<file path="config.mk">
export PLATFORM = sky130hd
export DESIGN_NAME = writeback_sequencer
export DESIGN_NICKNAME = d
export VERILOG_FILES = /design/src/rtl/writeback_sequencer.sv
export SDC_FILE = /design/constraint.sdc
export NUM_CORES = 1
export LEC_CHECK = 0
export CAP_MARGIN = 40
export CORE_MARGIN = 1
export CORE_UTILIZATION = 48
export CTS_CLUSTER_DIAMETER = 40
export DETAILED_ROUTE_END_ITERATION = 8
export PLACE_DENSITY = 0.8
export SYNTH_ARGS = -nofsm -noshare
export SYNTH_HDL_FRONTEND = slang
export SYNTH_SLANG_ARGS = --single-unit
</file>
<file path="constraint.sdc">
create_clock -name clk_i -period 3.35 [get_ports clk_i]
set_input_delay 0.335 -clock clk_i [delete_from_list [all_inputs] [get_ports clk_i]]
set_output_delay 0.335 -clock clk_i [all_outputs]
set_load 0.01 [all_outputs]
</file>
<file path="src/rtl/writeback_sequencer.sv">
// Writeback sequencer: serialises one retiring instruction's destination,
// address-register side-effect and PC update onto the register file's single
// write port. All outputs are registered.
// Optional: define WRITEBACK_FWD_EN to add the operand-bypass outputs.
module writeback_sequencer #(
    parameter  int WORD      = 16,
    parameter  int REGISTERS = 8,
    parameter  int PC        = 7,
    localparam int AW        = $clog2(REGISTERS),
    localparam int NB        = WORD / 8
) (
    input  logic            clk_i,
    input  logic            arst_i,
    input  logic            req_valid_i,
    output logic            req_ready_o,
    input  logic            dst_en_i,
    input  logic [AW-1:0]   dst_addr_i,
    input  logic [WORD-1:0] dst_data_i,
    input  logic            byte_i,
    input  logic            load_i,
    input  logic            aux_en_i,
    input  logic [AW-1:0]   aux_addr_i,
    input  logic [WORD-1:0] aux_data_i,
    input  logic            pc_en_i,
    input  logic [WORD-1:0] pc_data_i,
    input  logic            mem_valid_i,
    input  logic [WORD-1:0] mem_data_i,
    input  logic            mem_lsb_i,
    output logic            wrEn_o,
    output logic [NB-1:0]   wrMode_o,
    output logic [AW-1:0]   wrAddr_o,
    output logic [WORD-1:0] data_o,
    output logic            pcEn_o,
    output logic [WORD-1:0] pc_o,
    output logic            done_o
`ifdef WRITEBACK_FWD_EN
   ,output logic            fwd_valid_o,
    output logic [AW-1:0]   fwd_addr_o,
    output logic [WORD-1:0] fwd_data_o,
    output logic [NB-1:0]   fwd_mode_o
`endif
);

    localparam logic [AW-1:0] PC_ADDR = AW'(PC);

    typedef enum logic [2:0] {IDLE, WAIT_MEM, WR_DST, WR_AUX, WR_PC} state_t;

    state_t state, state_n;

    // Captured request; aux_q/pc_q already have the conflict rules applied.
    logic [AW-1:0]   dst_addr_q, aux_addr_q;
    logic [WORD-1:0] dst_data_q, aux_data_q, pc_data_q;
    logic            byte_q, mem_lsb_q, aux_q, pc_q;

    // Request view: live inputs while idle (accept cycle), captured copy after.
    logic [AW-1:0]   r_dst_addr, r_aux_addr;
    logic [WORD-1:0] r_dst_data, r_aux_data, r_pc_data;
    logic            r_byte, r_lsb, r_aux, r_pc;

    logic            accept, idle, aux_eff, pc_eff;
    logic [WORD-1:0] dsrc;
    logic [7:0]      byte_lo;

    logic            wr_en_n, pc_en_n, done_n;
    logic [NB-1:0]   mode_n;
    logic [AW-1:0]   addr_n;
    logic [WORD-1:0] data_n, pc_n;

    assign idle        = (state == IDLE);
    assign req_ready_o = idle;
    assign accept      = req_valid_i && idle;

    // Same-register conflict: dst wins over aux. Any explicit write to PC
    // drops the pending PC update.
    assign aux_eff = aux_en_i && !(dst_en_i && (dst_addr_i == aux_addr_i));
    assign pc_eff  = pc_en_i && !(dst_en_i && (dst_addr_i == PC_ADDR))
                             && !(aux_eff && (aux_addr_i == PC_ADDR));

    assign r_dst_addr = idle ? dst_addr_i : dst_addr_q;
    assign r_aux_addr = idle ? aux_addr_i : aux_addr_q;
    assign r_dst_data = idle ? dst_data_i : dst_data_q;
    assign r_aux_data = idle ? aux_data_i : aux_data_q;
    assign r_pc_data  = idle ? pc_data_i  : pc_data_q;
    assign r_byte     = idle ? byte_i     : byte_q;
    assign r_lsb      = idle ? mem_lsb_i  : mem_lsb_q;
    assign r_aux      = idle ? aux_eff    : aux_q;
    assign r_pc       = idle ? pc_eff     : pc_q;

    // WR_DST is only entered from WAIT_MEM for loads, so the load word is taken
    // straight off the memory bus; byte loads pick the addressed byte.
    assign dsrc    = (state == WAIT_MEM) ? mem_data_i : r_dst_data;
    assign byte_lo = ((state == WAIT_MEM) && r_lsb) ? dsrc[15:8] : dsrc[7:0];

    // Next state and the write that the next state will present.
    always_comb begin
        state_n = state;
        wr_en_n = 1'b0;
        pc_en_n = 1'b0;
        done_n  = 1'b0;
        mode_n  = '0;
        addr_n  = '0;
        data_n  = '0;
        pc_n    = '0;
        case (state)
            IDLE: begin
                if (req_valid_i) begin
                    if (load_i && dst_en_i) state_n = WAIT_MEM;
                    else if (dst_en_i)      state_n = WR_DST;
                    else if (aux_eff)       state_n = WR_AUX;
                    else if (pc_eff)        state_n = WR_PC;
                    else                    done_n  = 1'b1;
                end
            end
            WAIT_MEM: if (mem_valid_i) state_n = WR_DST;
            WR_DST:   state_n = r_aux ? WR_AUX : (r_pc ? WR_PC : IDLE);
            WR_AUX:   state_n = r_pc ? WR_PC : IDLE;
            WR_PC:    state_n = IDLE;
            default:  state_n = IDLE;
        endcase
        case (state_n)
            WR_DST: begin
                wr_en_n = 1'b1;
                addr_n  = r_dst_addr;
                if (r_byte) begin
                    mode_n      = NB'(1);
                    data_n[7:0] = byte_lo;
                end else begin
                    mode_n = '1;
                    data_n = dsrc;
                end
                done_n = !r_aux && !r_pc;
            end
            WR_AUX: begin
                wr_en_n = 1'b1;
                addr_n  = r_aux_addr;
                mode_n  = '1;
                data_n  = r_aux_data;
                done_n  = !r_pc;
            end
            WR_PC: begin
                pc_en_n = 1'b1;
                pc_n    = r_pc_data;
                done_n  = 1'b1;
            end
            default: ;
        endcase
    end

    // Capture the request on accept; latch load data when it arrives.
    always_ff @(posedge clk_i or posedge arst_i) begin
        if (arst_i) begin
            dst_addr_q <= '0;
            aux_addr_q <= '0;
            dst_data_q <= '0;
            aux_data_q <= '0;
            pc_data_q  <= '0;
            byte_q     <= 1'b0;
            mem_lsb_q  <= 1'b0;
            aux_q      <= 1'b0;
            pc_q       <= 1'b0;
        end else if (accept) begin
            dst_addr_q <= dst_addr_i;
            aux_addr_q <= aux_addr_i;
            dst_data_q <= dst_data_i;
            aux_data_q <= aux_data_i;
            pc_data_q  <= pc_data_i;
            byte_q     <= byte_i;
            mem_lsb_q  <= mem_lsb_i;
            aux_q      <= aux_eff;
            pc_q       <= pc_eff;
        end else if (state == WAIT_MEM && mem_valid_i) begin
            dst_data_q <= mem_data_i;
        end
    end

    // State register and registered register-file outputs.
    always_ff @(posedge clk_i or posedge arst_i) begin
        if (arst_i) begin
            state    <= IDLE;
            wrEn_o   <= 1'b0;
            wrMode_o <= '0;
            wrAddr_o <= '0;
            data_o   <= '0;
            pcEn_o   <= 1'b0;
            pc_o     <= '0;
            done_o   <= 1'b0;
        end else begin
            state    <= state_n;
            wrEn_o   <= wr_en_n;
            wrMode_o <= mode_n;
            wrAddr_o <= addr_n;
            data_o   <= data_n;
            pcEn_o   <= pc_en_n;
            pc_o     <= pc_n;
            done_o   <= done_n;
        end
    end

`ifdef WRITEBACK_FWD_EN
    // Bypass copy of the write being issued; a PC update forwards as a PC write.
    always_ff @(posedge clk_i or posedge arst_i) begin
        if (arst_i) begin
            fwd_valid_o <= 1'b0;
            fwd_addr_o  <= '0;
            fwd_data_o  <= '0;
            fwd_mode_o  <= '0;
        end else begin
            fwd_valid_o <= wr_en_n || pc_en_n;
            fwd_addr_o  <= pc_en_n ? PC_ADDR : addr_n;
            fwd_data_o  <= pc_en_n ? pc_n    : data_n;
            fwd_mode_o  <= pc_en_n ? '1      : mode_n;
        end
    end
`endif

endmodule

</file>
==> run summary <==
Main synth FF type: dfrtp_1
Multi-input gate area: 1869 um2
# setup viols final: 0
CP Launch Type: flop
Cells after Synth: 451
TritonCTS buffer count: 9
CP Capture Type: primary output
Die area: 9472 um2
Post-cts sizing count: 0
Share of the synthesized area in the top cell type: 52.78%
Sequential share of the synthesized area: 52.78%
Postcts setup bufs: 0
Largest net degree at the start of global routing: 48
Fin util: 66.78%
Synthesized area: 4362 um2
Fillers: 702
Residual DRC: 0
Core area: 8763 um2
Syn Nets: 531
Yosys warns: 0
CP cell instances: or3_1 -> clkinv_4 -> clkdlybuf4s50_1
CTS Buffer Depth: 2
Worst slew pin tran: 0.7803 ns
Final worst setup slack: 0.7138 ns
TritonCTS clock tree: done
Pre-antenna DRT Iters: 4
Fmax: 0.3793 GHz
GRT overflow: 0
Placed cells: 658
Setup Skew: 0.01301 ns
Post-DP HPWL: 7651 um
Number of synthesized flops with an enable pin: 0
Vias in the first global route: 3760
Max VDD drop: 459.8 uV
Max-Cap Viols: 0
Worst path required time: 3.01 ns
Initial Util: 49.77%
Hold bufs inserted after CTS: 0
Row count: 34
Detailed Route Iter0 Violations: 210
Worst Path Arrival: 2.30 ns
Max incr delay on CP: 0.61 ns
Area grow syn2layout: 34.17%
First-pass GRT wire length: 17790 um
Wirelength per Cell: 15.91 um
Worst hold path type: input port to async pin
Yosys top cell by area: dfrtp_1
GRT Total Usage: 23.77%
Reg clk slew, reported paths: 0.08 ns
Layout cells sized above 1: 10.25%
Post-synthesis cell type count: 40
Status: complete, no violations
Launch point of the worst path: state[0]$_DFF_PP0_
Ys async rst share: 100.0%
Antenna violations before repair: 0
Mean Syn Cell Area: 9.671 um2
Minimum clock period after layout: 2.636 ns
Die H: 97.33 um
Num ports: 121
WS Path Type: flop to primary output
Critical path fanouts, max: 35
Slowest-stage cell, CP: clkdlybuf4s50_1
Register area: 2302 um2
Nets: 641
Finished Layout Cells: 674
Antenna Diode Count: 0
Synth Register Bits: 92
Die width: 97.33 um
Tcrit/Tclk final: 78.69%
Via count: 3588
DR top layer: met4
Port bufs: 120
RSZ-0062 raised after global routing: no
Met1 wire length: 4570 um
H-tree Lvls: 3
Clk_lat worst skew: 0.36 ns
Antenna-violating nets left: 0
FF-to-FF Start: state[2]$_DFF_PP0_
Leakage power total: 2.744 nW
Setup WS pre-CTS: 1.009 ns
Vias per inst: 5.323
Final WL: 10720 um
Power Density: 859.8 nW/um2
Relative slew slack: 47.93%
Metal3 WL: 603 um
Max Slew Vio Count: 0
CTS root buf: clkbuf_8
Clock sink count: 92
Setup TNS Final: 0 ns
Metal2 WL: 5304 um
Gpl congestion: 0.8321
Final hold violation count: 0
Ranking of synthesized cells by area: dfrtp_1 (53%), nand2_1 (15%), mux2i_1 (9.2%)
## metrics by stage
stage               hold WS, ns  cell area, um2  power (W)
global placement         0.4562            5593   0.004128
global route             0.1893            5852   0.005369
floorplan                0.4404            4362   0.003444
CTS                      0.1708            5852   0.005054
detailed placement       0.4618            5635   0.004238
finish                   0.1823            5852   0.005031
## synthesized netlist by cell type, drive strengths merged (2+ instances only)
library cell,count
mux2,16
inv,4
nand4,3
buf,21
nand2,178
o22ai,20
dfrtp,92
xor2,3
clkbuf,10
o21ai,4
mux2i,40
a31oi,9
a21oi,16
a311o,2
o21a,2
nor2b,2
nor4bb,3
nor2,10
or3,2
## worst paths after layout
check / endpoint / slack [ns] / cells past startpoint
max: req_ready_o / 0.71 / 3
min: pc_data_q[4]$_DFFE_PP0P_ / 0.18 / 2
max reg2reg: done_o$_DFF_PP0_ / 0.98 / 4
min reg2reg: pc_data_q[10]$_DFFE_PP0P_ / 0.48 / 2
max in group asynchronous: done_o$_DFF_PP0_ / 2.37 / 4
min in group clk_i: pc_data_q[10]$_DFFE_PP0P_ / 0.48 / 2
## flip-flops by register name (all words and copies together), names as in the netlist, 2 cells and up
| name | flops |
|---|---|
| state | 3 |
| pc_data_q | 16 |
| dst_addr_q | 3 |
| dst_data_q | 8 |
| wrAddr_o | 3 |
| wrMode_o | 2 |
| pc_o | 16 |
| aux_data_q | 16 |
| aux_addr_q | 3 |
| data_o | 16 |
## report_power, final
part           leakage [nW]  switching, W  internal (W)  total, W
logic                  1.45       0.00130       0.00107   0.00237
registers              1.18      0.000273       0.00158   0.00185
clock network         0.113      0.000377      0.000438  0.000814
## layer usage
layer,vias up,track usage (%)
met5,-,0
met4,0,10.07
met3,24,3.597
met2,144,39.49
met1,1700,31.18
li1,1720,-
## critical path, delay by kind of cell, from the launching register on
family,cells,cell delay [ns]
simple gates,1,0.45
buf+inv,2,0.92
flops,1,0.57
## cells by family (layout without fill, tap and decap cells)
kind of cell	Yosys count	count (layout)	synth area share (%)
simple gates	208	208	19.94
mux	56	56	13.31
flops	92	92	52.78
compound gates	56	56	8.807
xor+xnor	3	3	0.6025
buf+inv	36	151	4.561
## cell type report
type                            count  share of cell area (%)
Clock buffer                       11                   2.416
Clock inverter                      5                   1.283
Inverter                            5                  0.4276
Multi-Input combinational cell    323                   31.94
Sequential cell                    92                   39.34
Tap cell                          108                   2.309
Timing Repair Buffer              130                   22.28
## placed cells by master (no fill, tap or decap), drive strengths merged, types with 3 or more instances in the layout
cell	n
a21oi	16
a31oi	9
buf	10
clkbuf	11
clkdlybuf4s50	120
clkinv	5
dfrtp	92
inv	3
mux2	16
mux2i	40
nand2	178
nand4	3
nor2	10
nor4bb	3
o21ai	4
o22ai	20
xor2	3
No activity file was read; power rests on OpenSTA's default activity.
==> variant 1: new RTL, same flow settings <==
Build with the macro `WRITEBACK_FWD_EN` defined.
--- a/src/rtl/writeback_sequencer.sv
+++ b/src/rtl/writeback_sequencer.sv
@@ -3,4 +3,6 @@
 // write port. All outputs are registered.
 // Optional: define WRITEBACK_FWD_EN to add the operand-bypass outputs.
+`define WRITEBACK_FWD_EN
+
 module writeback_sequencer #(
     parameter  int WORD      = 16,
Check against the original RTL (old outputs only; new: fwd_addr_o, fwd_data_o, fwd_mode_o and fwd_valid_o): equivalent (Yosys induction, for registers that start in step).
==> variant 1 against the unedited design <==
  * Sequential cell count rose by 29
  * Worst setup slack got worse by 160 ps
  * Die area increased by 26%
  * Area after synthesis is 27% higher
  * Total power up 43%
  * Utilization is 2.5 points higher
  * Cell area rose by 31%
  * Register-to-register slack lost 260 ps
  * Largest power group unchanged
  * Global-route usage grew 2.1 points
  * Routed wire length increased by 37%
  * Critical endpoint unchanged
==> variant 1: results (changes against the unedited design) <==
- Area contributors post-synth: dfrtp_1 55%, nand2_1 11%, mux2i_1 7.8%
- Peak VDD IR: 0.557 mV (+21%)
- # nets final: 767 (+20%)
- Skew-Pair Late Insertion Delay: 410 ps (+50 ps)
- Status: finished clean
- Fin Hold WS: 381 ps (+198 ps)
- Crit Path Max Fanout: 36 (+2.9%)
- Vias in the first global route: 4641 (+23%)
- Share of cells above drive strength 1: 8.71% (-1.5 points)
- FMAX: 358 MHz (-5.7%)
- Worst Setup SP: state[2]
- Htree depth: 4 (+1)
- Cts bufs inserted: 17 (+8)
- Met3 usage: 4.74% (+1.1 points)
- FF-to-FF path depth: 6 (+2)
- Placer Congestion: 0.814 (-2.2%)
- Relative slew slack: 54.0% (+6.0 points)
- Root Buffer: clkbuf_16
- DRT Wirelength: 14700 um (+37%)
- P_leak: 3.63 nW (+32%)
- RR Endpoint: fwd_data_o[13]
- Most frequent cells after synthesis: 156 x nand2_1, 121 x dfrtp_1, 43 x mux2i_1
- Synth Area in Compound Gates: 12.4% (+3.5 points)
- Mux share of post-synthesis cell area: 7.97% (-5.3 points)
- Register area share after synthesis: 54.7% (+1.9 points)
variant 1: cell types whose count changed after synthesis, moves of 8 or more:
cell	delta
dfrtp_1	+29
a311oi_1	+8
clkbuf_1	+12
and3_1	+8
nand3_1	+31
a211o_1	+9
mux2_2	-15
nor2_1	+26
a22oi_1	+12
a21oi_2	-8
a21bo_2	+8
nand2_1	-22
o21bai_1	+16
a31oi_1	-9
variant 1: through the flow:
stage	cell area (um^2)	util [%]	instances
after global placement	6980	63.3	806
final	7640	69.3	840
after CTS	7640	69.3	840
after global routing	7640	69.3	840
after detailed placement	7020	63.6	808
after floorplan	5540	-	560
variant 1: cell families after synthesis:
| kind of cell | after synthesis |
|---|---|
| multiplexers | 44 |
| buffers and inverters | 50 |
| AND/OR/NAND/NOR | 252 |
| XOR/XNOR | 3 |
| flip-flops | 121 |
| AO/OA/AOI/OAI | 90 |
variant 1: worst max path at each step:
stage	end	cells past startpoint
floorplan	fwd_data_o[15]	8
global route	req_ready_o	3
finish	req_ready_o	3
CTS	req_ready_o	3
global placement	fwd_data_o[4]	6
detailed placement	fwd_data_o[4]	6
variant 1: metal layers:
layer,wire [um],vias to the layer above
met4,352,0
met5,0,-
met3,1050,33
met2,7120,232
met1,6200,2321
li1,-,2155
variant 1: final cells by class:
type | instances | area (um^2) | area share [%]
Tap cell | 140 | 175 | 2.29
Clock buffer | 20 | 457 | 5.97
Clock inverter | 12 | 171 | 2.24
Sequential cell | 121 | 3030 | 39.6
Timing Repair Buffer | 152 | 1530 | 20.0
Multi-Input combinational cell | 389 | 2260 | 29.5
Inverter | 6 | 28.8 | 0.376
variant 1: report_power, final:
part,switching (mW),internal [mW]
sequential,0.327,2.04
combinational,1.62,1.30
clock,0.641,1.28
total,2.59,4.62
==> variant 2: new RTL, same settings <==
Made on the original files. The 5 states of `state_t` get a Gray code encoding in 3 bits.
--- a/src/rtl/writeback_sequencer.sv
+++ b/src/rtl/writeback_sequencer.sv
@@ -44,5 +44,5 @@
     localparam logic [AW-1:0] PC_ADDR = AW'(PC);
 
-    typedef enum logic [2:0] {IDLE, WAIT_MEM, WR_DST, WR_AUX, WR_PC} state_t;
+    typedef enum logic [2:0] {IDLE = 3'b000, WAIT_MEM = 3'b001, WR_DST = 3'b011, WR_AUX = 3'b010, WR_PC = 3'b110} state_t;
 
     state_t state, state_n;
Formal check against the unedited RTL: same outputs for any inputs over 10 cycles, from zero or initial values and one cycle with arst_i high; not proved beyond that.
==> variant 2 against the unedited design <==
  * Utilization decreased by 0.35 points
  * Area after synthesis up 3.3%
  * Fmax down 1.3%
  * Sequential cell count unchanged
  * Critical path type unchanged
  * Total power down 3.7%
  * Worst setup slack got worse by 34 ps
  * Cell area increased by 0.92%
  * Routed wire length increased by 11%
  * Synthesized cell count rose by 11%
  * Largest cell class unchanged
  * Clock skew fell by 5.6 ps
  * Clock power decreased by 20%
==> variant 2: results (changes against the unedited design) <==
- Status: finished clean
- 1st-iter DRT viols: 242 (+15%)
- Worst Setup SP: state[1]
- Critical path arrival: 2340 ps (+40 ps)
- Inverters: 5 (unchanged)
- Fraction of area in multi-input gates: 34.0% (+2.1 points)
- Signal buf overhead: 21.5% (-0.80 points)
- Clock buffer depth: 2 (unchanged)
- DRT Wirelength: 12000 um (+11%)
- Diodes inserted: 0 (unchanged)
- Crit Path Max Fanout: 30 (-14%)
- Detailed placement HPWL: 8620 um (+13%)
- Register area share after synthesis: 51.1% (-1.7 points)
- FF-to-FF path depth: 5 (+1)
- Htree depth: 3 (unchanged)
- # nets final: 680 (+6.1%)
- Total track usage: 25.7% (+1.9 points)
- Skew-Pair Late Insertion Delay: 350 ps
- Non-clk bufs: 129 (-0.77%)
- Pre-antenna DRT Iters: 5 (+1)
- Syn_area_per_cell: 9.01 um^2 (-6.8%)
- Placer Congestion: 0.885 (+6.3%)
- Slowest stage delay, CP: 650 ps (+40 ps)
- Vias: 3943 (+9.9%)
- Syn_nets: 580 (+9.2%)
- Clk cell area share: 2.88% (-0.82 points)
- Share of cells above drive strength 1: 7.11% (-3.1 points)
- RR Endpoint: wrAddr_o[2]
- Sequential share of cell area: 39.0% (-0.36 points)
- Largest net degree at the start of global routing: 57 (+19%)
- R2R Path Start: state[0]
- Warnings, synthesis: 0 (unchanged)
- Delay-heaviest family, CP: buffers and inverters
- FF-to-FF setup slack: 1060 ps (+80 ps)
- Distinct cells, synth: 45 (+13%)
- Comb_multi_in: 363 (+12%)
- Slowest cell on crit path: clkdlybuf4s50_1
- Clock buffer count: 11 (unchanged)
- FILL cells: 721 (+2.7%)
- Vias in the first global route: 3949 (+5.0%)
- Most frequent cells after synthesis: 177 x nand2_1, 92 x dfrtp_1, 34 x o21ai_0
- Post-cts sizing count: 0 (unchanged)
- First-pass GRT wire length: 19400 um (+9.2%)
- P_leak: 2.74 nW (-0.10%)
- Slew of the pin with the lowest slew margin: 895 ps (+115 ps)
- Peak VDD IR: 0.410 mV (-11%)
- Final Skew: 7.40 ps (-5.61 ps)
- Dpl ws: 864 ps (-145 ps)
- Area of placed instances: 5740 um^2 (+1.8%)
- Area contributors post-synth: dfrtp_1 51%, nand2_1 15%, mux2i_1 7.1%
-- variant 2: cells by family (layout without fill, tap and decap cells) --
family | after synthesis | after routing | share of synthesized area [%]
AO/OA/AOI/OAI | 92 | 92 | 12.5
multiplexers | 36 | 36 | 8.11
flip-flops | 92 | 92 | 51.1
AND/OR/NAND/NOR | 232 | 232 | 23.2
buffers and inverters | 45 | 150 | 4.44
XOR/XNOR | 3 | 3 | 0.583
-- variant 2: how the worst max path moves through the flow --
stage | end | slack, ps | cells after the start
3_5_place_dp | wrAddr_o[2] | 860 | 5
6_report | req_ready_o | 680 | 3
4_1_cts | req_ready_o | 670 | 3
2_1_floorplan | aux_addr_q[0] | 620 | 1
5_1_grt | req_ready_o | 550 | 3
3_3_place_gp | wrAddr_o[0] | 950 | 5
-- variant 2: routing by layer --
layer | up-vias | GRT usage [%] | wire [um]
met5 | - | 0 | 0
met4 | 0 | 11.3 | 334
met3 | 25 | 2.77 | 549
met2 | 133 | 43.8 | 6120
met1 | 1916 | 33.3 | 4950
li1 | 1869 | - | -
-- variant 2: power breakdown --
| part | total [mW] | internal [mW] | switching [mW] | leakage (nW) |
|---|---|---|---|---|
| Combinational | 2.40 | 1.02 | 1.38 | 1.48 |
| Clock | 0.655 | 0.271 | 0.384 | 0.0718 |
| Sequential | 1.79 | 1.56 | 0.235 | 1.19 |
-- variant 2: worst reg2reg max path, stage by stage (launching register included) --
cell and delay (ps):
dfrtp_1 390, buf_4 250, or4b_1 620, o2111ai_4 300, nand3b_2 370, a21oi_1 270
-- variant 2: per-stage QoR --
step	instances	hold WS (ps)	utilization [%]
5_1_grt	713	375	66.4
2_1_floorplan	500	437	-
3_5_place_dp	697	455	64.5
4_1_cts	713	352	66.4
3_3_place_gp	697	449	64.5
6_report	713	334	66.4
